--- src/rtl/cpu_pkg.sv ---
// Shared definitions for the hardwired control unit: opcodes, state codes and IR field positions.
// Optional MULDIV_EN adds the MD5/MD6 multiply/divide write-back states.
package cpu_pkg;

    localparam logic [4:0] OPC_ADD  = 5'b00011;
    localparam logic [4:0] OPC_SUB  = 5'b00100;
    localparam logic [4:0] OPC_AND  = 5'b00101;
    localparam logic [4:0] OPC_OR   = 5'b00110;
    localparam logic [4:0] OPC_SHR  = 5'b00111;
    localparam logic [4:0] OPC_SHRA = 5'b01000;
    localparam logic [4:0] OPC_SHL  = 5'b01001;
    localparam logic [4:0] OPC_ROR  = 5'b01010;
    localparam logic [4:0] OPC_ROL  = 5'b01011;
    localparam logic [4:0] OPC_MUL  = 5'b01111;
    localparam logic [4:0] OPC_DIV  = 5'b10000;
    localparam logic [4:0] OPC_NEG  = 5'b10001;
    localparam logic [4:0] OPC_NOT  = 5'b10010;
    localparam logic [4:0] OPC_NOP  = 5'b11010;
    localparam logic [4:0] OPC_HALT = 5'b11011;

    localparam int IR_OPC_HI = 31;
    localparam int IR_OPC_LO = 27;
    localparam int IR_RA_HI  = 26;
    localparam int IR_RA_LO  = 23;
    localparam int IR_RB_HI  = 22;
    localparam int IR_RB_LO  = 19;
    localparam int IR_RC_HI  = 18;
    localparam int IR_RC_LO  = 15;

    typedef enum logic [3:0] {
        S_IDLE    = 4'd0,
        S_FETCH0  = 4'd1,
        S_FETCH1  = 4'd2,
        S_FETCH2  = 4'd3,
        S_DECODE  = 4'd4,
        S_EXEC3   = 4'd5,
        S_EXEC4   = 4'd6,
        S_EXEC5   = 4'd7,
        S_UEXEC3  = 4'd8,
        S_HALT    = 4'd9,
        S_ILLEGAL = 4'd10
`ifdef MULDIV_EN
        ,
        S_MD5     = 4'd11,
        S_MD6     = 4'd12
`endif
    } state_t;

    function automatic logic is_binary(input logic [4:0] opc);
        return opc inside {OPC_ADD, OPC_SUB, OPC_AND, OPC_OR, OPC_SHR,
                           OPC_SHRA, OPC_SHL, OPC_ROR, OPC_ROL};
    endfunction

    function automatic logic is_unary(input logic [4:0] opc);
        return opc inside {OPC_NEG, OPC_NOT};
    endfunction

    function automatic logic is_muldiv(input logic [4:0] opc);
        return opc inside {OPC_MUL, OPC_DIV};
    endfunction

endpackage

--- src/rtl/reg_select_decoder.sv ---
// Register-field decoder: a 4-bit field plus enable becomes a one-hot strobe vector.
// Fields that index past NUM_REGS drive no strobe.
module reg_select_decoder #(
    parameter int NUM_REGS = 16,
    parameter int FIELD_W  = 4
) (
    input  logic [FIELD_W-1:0]  field,
    input  logic                en,
    output logic [NUM_REGS-1:0] onehot
);

    for (genvar i = 0; i < NUM_REGS; i++) begin : g_bit
        assign onehot[i] = en && (int'(field) == i);
    end

endmodule

--- src/rtl/alu_sequencer.sv ---
// Hardwired Moore control unit: fetch, decode, and register/ALU strobes for ALU instructions.
// Define MULDIV_EN to add mul/div sequencing and the LOin/HIin outputs.
module alu_sequencer
    import cpu_pkg::*;
#(
    parameter int NUM_REGS = 16,
    parameter int OP_W     = 5
) (
    input  logic                Clock,
    input  logic                Reset,
    input  logic                Run,
    input  logic                Mem_ready,
    input  logic [31:0]         IR_data,
    output logic                PCout,
    output logic                MARin,
    output logic                IncPC,
    output logic                PCin,
    output logic                Zin,
    output logic                Zlowout,
    output logic                ZHighout,
    output logic                Read,
    output logic                MDRin,
    output logic                MDRout,
    output logic                IRin,
    output logic                Yin,
`ifdef MULDIV_EN
    output logic                LOin,
    output logic                HIin,
`endif
    output logic [NUM_REGS-1:0] Rout,
    output logic [NUM_REGS-1:0] Rin,
    output logic [OP_W-1:0]     operation,
    output logic                Halted,
    output logic                Illegal
);

    state_t     state_q, state_d;
    logic       pc_done_q, pc_done_d;
    logic [4:0] opc;
    logic [3:0] ra, rb, rc;
    logic [3:0] rout_fld, rin_fld;
    logic       rout_en, rin_en;
    logic       md;
    logic       unused_ir;

    assign opc       = IR_data[IR_OPC_HI:IR_OPC_LO];
    assign ra        = IR_data[IR_RA_HI:IR_RA_LO];
    assign rb        = IR_data[IR_RB_HI:IR_RB_LO];
    assign rc        = IR_data[IR_RC_HI:IR_RC_LO];
    assign unused_ir = ^IR_data[IR_RC_LO-1:0];

`ifdef MULDIV_EN
    assign md = is_muldiv(opc);
`else
    assign md = 1'b0;
`endif

    always_ff @(posedge Clock) begin
        if (Reset) begin
            state_q   <= S_IDLE;
            pc_done_q <= 1'b0;
        end else begin
            state_q   <= state_d;
            pc_done_q <= pc_done_d;
        end
    end

    always_comb begin
        state_d   = state_q;
        // PC is loaded only on the first FETCH1 cycle, however long memory stalls.
        pc_done_d = (state_q == S_FETCH1);
        PCout     = 1'b0;
        MARin     = 1'b0;
        IncPC     = 1'b0;
        PCin      = 1'b0;
        Zin       = 1'b0;
        Zlowout   = 1'b0;
        ZHighout  = 1'b0;
        Read      = 1'b0;
        MDRin     = 1'b0;
        MDRout    = 1'b0;
        IRin      = 1'b0;
        Yin       = 1'b0;
        Halted    = 1'b0;
        Illegal   = 1'b0;
        operation = '0;
        rout_en   = 1'b0;
        rout_fld  = rb;
        rin_en    = 1'b0;
        rin_fld   = ra;
`ifdef MULDIV_EN
        LOin      = 1'b0;
        HIin      = 1'b0;
`endif
        case (state_q)
            S_IDLE: begin
                if (Run) state_d = S_FETCH0;
            end
            S_FETCH0: begin
                PCout   = 1'b1;
                MARin   = 1'b1;
                IncPC   = 1'b1;
                Zin     = 1'b1;
                state_d = S_FETCH1;
            end
            S_FETCH1: begin
                Zlowout = 1'b1;
                PCin    = !pc_done_q;
                Read    = 1'b1;
                MDRin   = 1'b1;
                if (Mem_ready) state_d = S_FETCH2;
            end
            S_FETCH2: begin
                MDRout  = 1'b1;
                IRin    = 1'b1;
                state_d = S_DECODE;
            end
            S_DECODE: begin
                if (is_binary(opc) || md) state_d = S_EXEC3;
                else if (is_unary(opc))   state_d = S_UEXEC3;
                else if (opc == OPC_NOP)  state_d = S_IDLE;
                else if (opc == OPC_HALT) state_d = S_HALT;
                else                      state_d = S_ILLEGAL;
            end
            S_EXEC3: begin
                rout_en  = 1'b1;
                rout_fld = md ? ra : rb;
                Yin      = 1'b1;
                state_d  = S_EXEC4;
            end
            S_EXEC4: begin
                rout_en   = 1'b1;
                rout_fld  = md ? rb : rc;
                Zin       = 1'b1;
                operation = OP_W'(opc);
`ifdef MULDIV_EN
                state_d   = md ? S_MD5 : S_EXEC5;
`else
                state_d   = S_EXEC5;
`endif
            end
            S_UEXEC3: begin
                rout_en   = 1'b1;
                rout_fld  = rb;
                Zin       = 1'b1;
                operation = OP_W'(opc);
                state_d   = S_EXEC5;
            end
            S_EXEC5: begin
                Zlowout = 1'b1;
                rin_en  = 1'b1;
                rin_fld = ra;
                state_d = S_IDLE;
            end
`ifdef MULDIV_EN
            S_MD5: begin
                Zlowout = 1'b1;
                LOin    = 1'b1;
                state_d = S_MD6;
            end
            S_MD6: begin
                ZHighout = 1'b1;
                HIin     = 1'b1;
                state_d  = S_IDLE;
            end
`endif
            S_HALT: begin
                Halted = 1'b1;
            end
            S_ILLEGAL: begin
                Illegal = 1'b1;
                state_d = S_IDLE;
            end
            default: state_d = S_IDLE;
        endcase
    end

    reg_select_decoder #(.NUM_REGS(NUM_REGS), .FIELD_W(4)) u_rout_dec (
        .field  (rout_fld),
        .en     (rout_en),
        .onehot (Rout)
    );

    reg_select_decoder #(.NUM_REGS(NUM_REGS), .FIELD_W(4)) u_rin_dec (
        .field  (rin_fld),
        .en     (rin_en),
        .onehot (Rin)
    );

endmodule

--- config.mk ---
export PLATFORM = sky130hd
export DESIGN_NAME = alu_sequencer
export DESIGN_NICKNAME = d
export VERILOG_FILES = /design/src/rtl/cpu_pkg.sv /design/src/rtl/reg_select_decoder.sv /design/src/rtl/alu_sequencer.sv
export SDC_FILE = /design/constraint.sdc
export NUM_CORES = 1
export LEC_CHECK = 0
export ABC_AREA = 1
export CAP_MARGIN = 20
export CELL_PAD_IN_SITES_DETAIL_PLACEMENT = 1
export CELL_PAD_IN_SITES_GLOBAL_PLACEMENT = 1
export CORE_ASPECT_RATIO = 1.4
export CORE_UTILIZATION = 14
export DETAILED_ROUTE_END_ITERATION = 16
export PLACE_DENSITY = 0.8
export SLEW_MARGIN = 10
export SYNTH_ARGS = -nofsm -noshare
export SYNTH_HDL_FRONTEND = slang
export SYNTH_SLANG_ARGS = --single-unit
--- constraint.sdc ---
create_clock -name Clock -period 1.32 [get_ports Clock]
set_input_delay 0.264 -clock Clock [delete_from_list [all_inputs] [get_ports Clock]]
set_output_delay 0.264 -clock Clock [all_outputs]
set_load 0.02 [all_outputs]
==> metrics <==
Reg2Reg Depth 10; final setup vio count between 50 and 60; CP Capture Type output port; die footprint 6022 um2; final worst slack -627.4 ps; Syn Nets around 190; Worst R2R Start state_q[1]; final wirelength between 4000 and 5000 um; Distinct cells, synth 22; hold_sp IR_data[30]; Arr. time, crit path between 1500 and 2000 ps; largest net degree at the start of global routing 7; Max Cap Viol 0; Antenna diodes 0; Cells after Synth 157; sequential fraction of the synthesis area about an eighth; Residual DRC 0; remaining antenna violation count 0; clock latency on the worst-skew pair ~220 ps; critical path type register to output port; Primary FF master, synth dfxtp_1; critical path peak fanout 5; RSZ-0062 raised after global routing yes; port bufs 70; Sequential cell area 112.6 um2; layout cells sized above 1 between 70% and 80%; FILL cells between 600 and 700; post-layout min period around 1900 ps; asr flop ratio synth 0%; Worst EP required 1060 ps; post-layout util 46.76%; Core ar. 5525 um2; synth warn 0; number of global-route vias before repair roughly 1500; top post-synthesis cells by count 53 x nor2_1, 27 x nand2_1, 22 x inv_1; Cell Area, Placed ~2200 um2; fmax 513.5 MHz; Netlist Area Pre-Place between 700 and 800 um2; synth-to-layout area growth 223.2%; maximum vdd drop roughly 0.47 mV; WL per Instance 13.20 um; failing checks setup timing; clk sink count 5; startpoint types register; post-cts hold buffer count 0; top cell type's share of synthesized area about a quarter; Area contributors post-synth nor2_1 25%, nand2_1 13%, dfxtp_1 13%; GPL Wtd Cong roughly 0.80; hpwl dp between 3000 and 4000 um; total congestion overflow 0; post-route setup TNS -21310 ps; leakage 1.114 nW; fin. max-slew vios 0; CTS buffer count 3; initial antenna violation count 0; reg2reg end state_q[2]; final net count between 300 and 400; Global Route Usage Sum between 15 and 20%; Root Buffer clkbuf_8; I/O pins 87; worst reg-to-reg setup slack -140 ps; H-tree level count 1; endpoints failing hold 0; synthesis-stage register bit count 5; first-pass GRT wire length between 7000 and 8000 um; Tcrit/Tclk final 147.5%; Starting Density approximately 14%; pwr dens 841.4 nW/um2; Initial DRC Count 24; status complete, but fails checks; CTS tree yes; hold path depth 7; Post-synth EDFFs 0; clk_skew between 0.15 and 0.2 ps; Hold EP state_q[1]; DR pass1 iterations 3; DIE HEIGHT about 91 um; Mean Syn Cell Area slightly above 5 um2; pre-CTS setup slack -943.4 ps; final instance area 2584 um2; Clock Path Buffers 2; Hold Crit Class input port to register; chip width approximately 66 um; most frequent cell after synthesis nor2_1; vias per inst 4.128; clock-pin slew on the worst setup and hold paths about 30 ps; Multi-input gate area roughly 1100 um2; num rows 32; via count approximately 1400; leading area contributor after synthesis nor2_1
critical path: stages, from the launching register on:
cell and delay [ps]:
dfxtp_4 350, inv_4 40, nor2_4 150, nand2_4 140
nand2_4 100, o21ai_4 80, buf_4 150, nor2_4 110
nand2_4 100, nor2_4 100, buf_6 120
logic make-up after synthesis:
family	count (synthesis)	synth area share, %
compound gates	15	11.58
other cells	1	0.4690
flops	5	12.52
buf+inv	34	18.62
simple gates	102	56.81
how the worst max path moves through the flow:
stage / to / from / cells past startpoint
after floorplan: Rout[10] / state_q[1] / 8
after global placement: Rout[11] / IR_data[20] / 8
after detailed placement: Rout[15] / IR_data[20] / 8
after CTS: Rout[15] / state_q[1] / 10
after global routing: Rout[3] / state_q[1] / 10
final: Rout[2] / state_q[1] / 10
registers in the layout, summed over array words and instances, names as in the netlist:
register   count
state_q        4
pc_done_q      1
cell usage in the layout (no fill, tap or decap), types with 5 or more instances in the layout:
master,n
inv_2,7
clkdlybuf4s50_1,19
inv_1,16
nand3_4,6
nand2_4,8
a21oi_1,5
nor2_2,6
nor2_1,8
buf_6,44
buf_4,48
nand2_1,14
nand2_2,9
nor2_4,45
per-layer routing:
metal	GRT usage, %	share of wire, %	wire length [um]
met5	0	0	0
met4	5.072	1.6	72
met3	1.256	3.6	161
met2	32.57	63	2841
met1	13.92	32	1450
per-stage QoR:
| step | hold WS (ps) | power [mW] | std cells |
|---|---|---|---|
| after floorplan | 323.4 | 0.9758 | 157 |
| after CTS | 700.1 | 2.090 | 337 |
| final | 646.0 | 2.174 | 343 |
| after detailed placement | 738.3 | 1.581 | 321 |
| after global placement | 741.7 | 1.547 | 321 |
| after global routing | 698.2 | 2.304 | 343 |
final cells by class:
| type | count | share of cell area (%) |
|---|---|---|
| clock buffers | 4 | 1.743 |
| inverters | 29 | 5.182 |
| multi-input cells | 119 | 41.99 |
| flip-flops and latches | 5 | 4.358 |
| well taps | 68 | 3.293 |
| repair buffers | 118 | 43.44 |
what timing repair did:
action / CTS / global route
buffers inserted: 11 / 7
endpoints found under the setup margin: 54 / 54
pin swaps: 13 / 19
resized for setup: 311 / 32
cloned: 1 / 0
power by group:
| part | leakage (nW) | switching, mW | internal [mW] |
|---|---|---|---|
| combinational | 1.05 | 0.897 | 0.734 |
| sequential | 0.0434 | 0.0522 | 0.209 |
| clock | 0.0228 | 0.0742 | 0.207 |
Note: power is estimated with default switching activity, not from simulation.
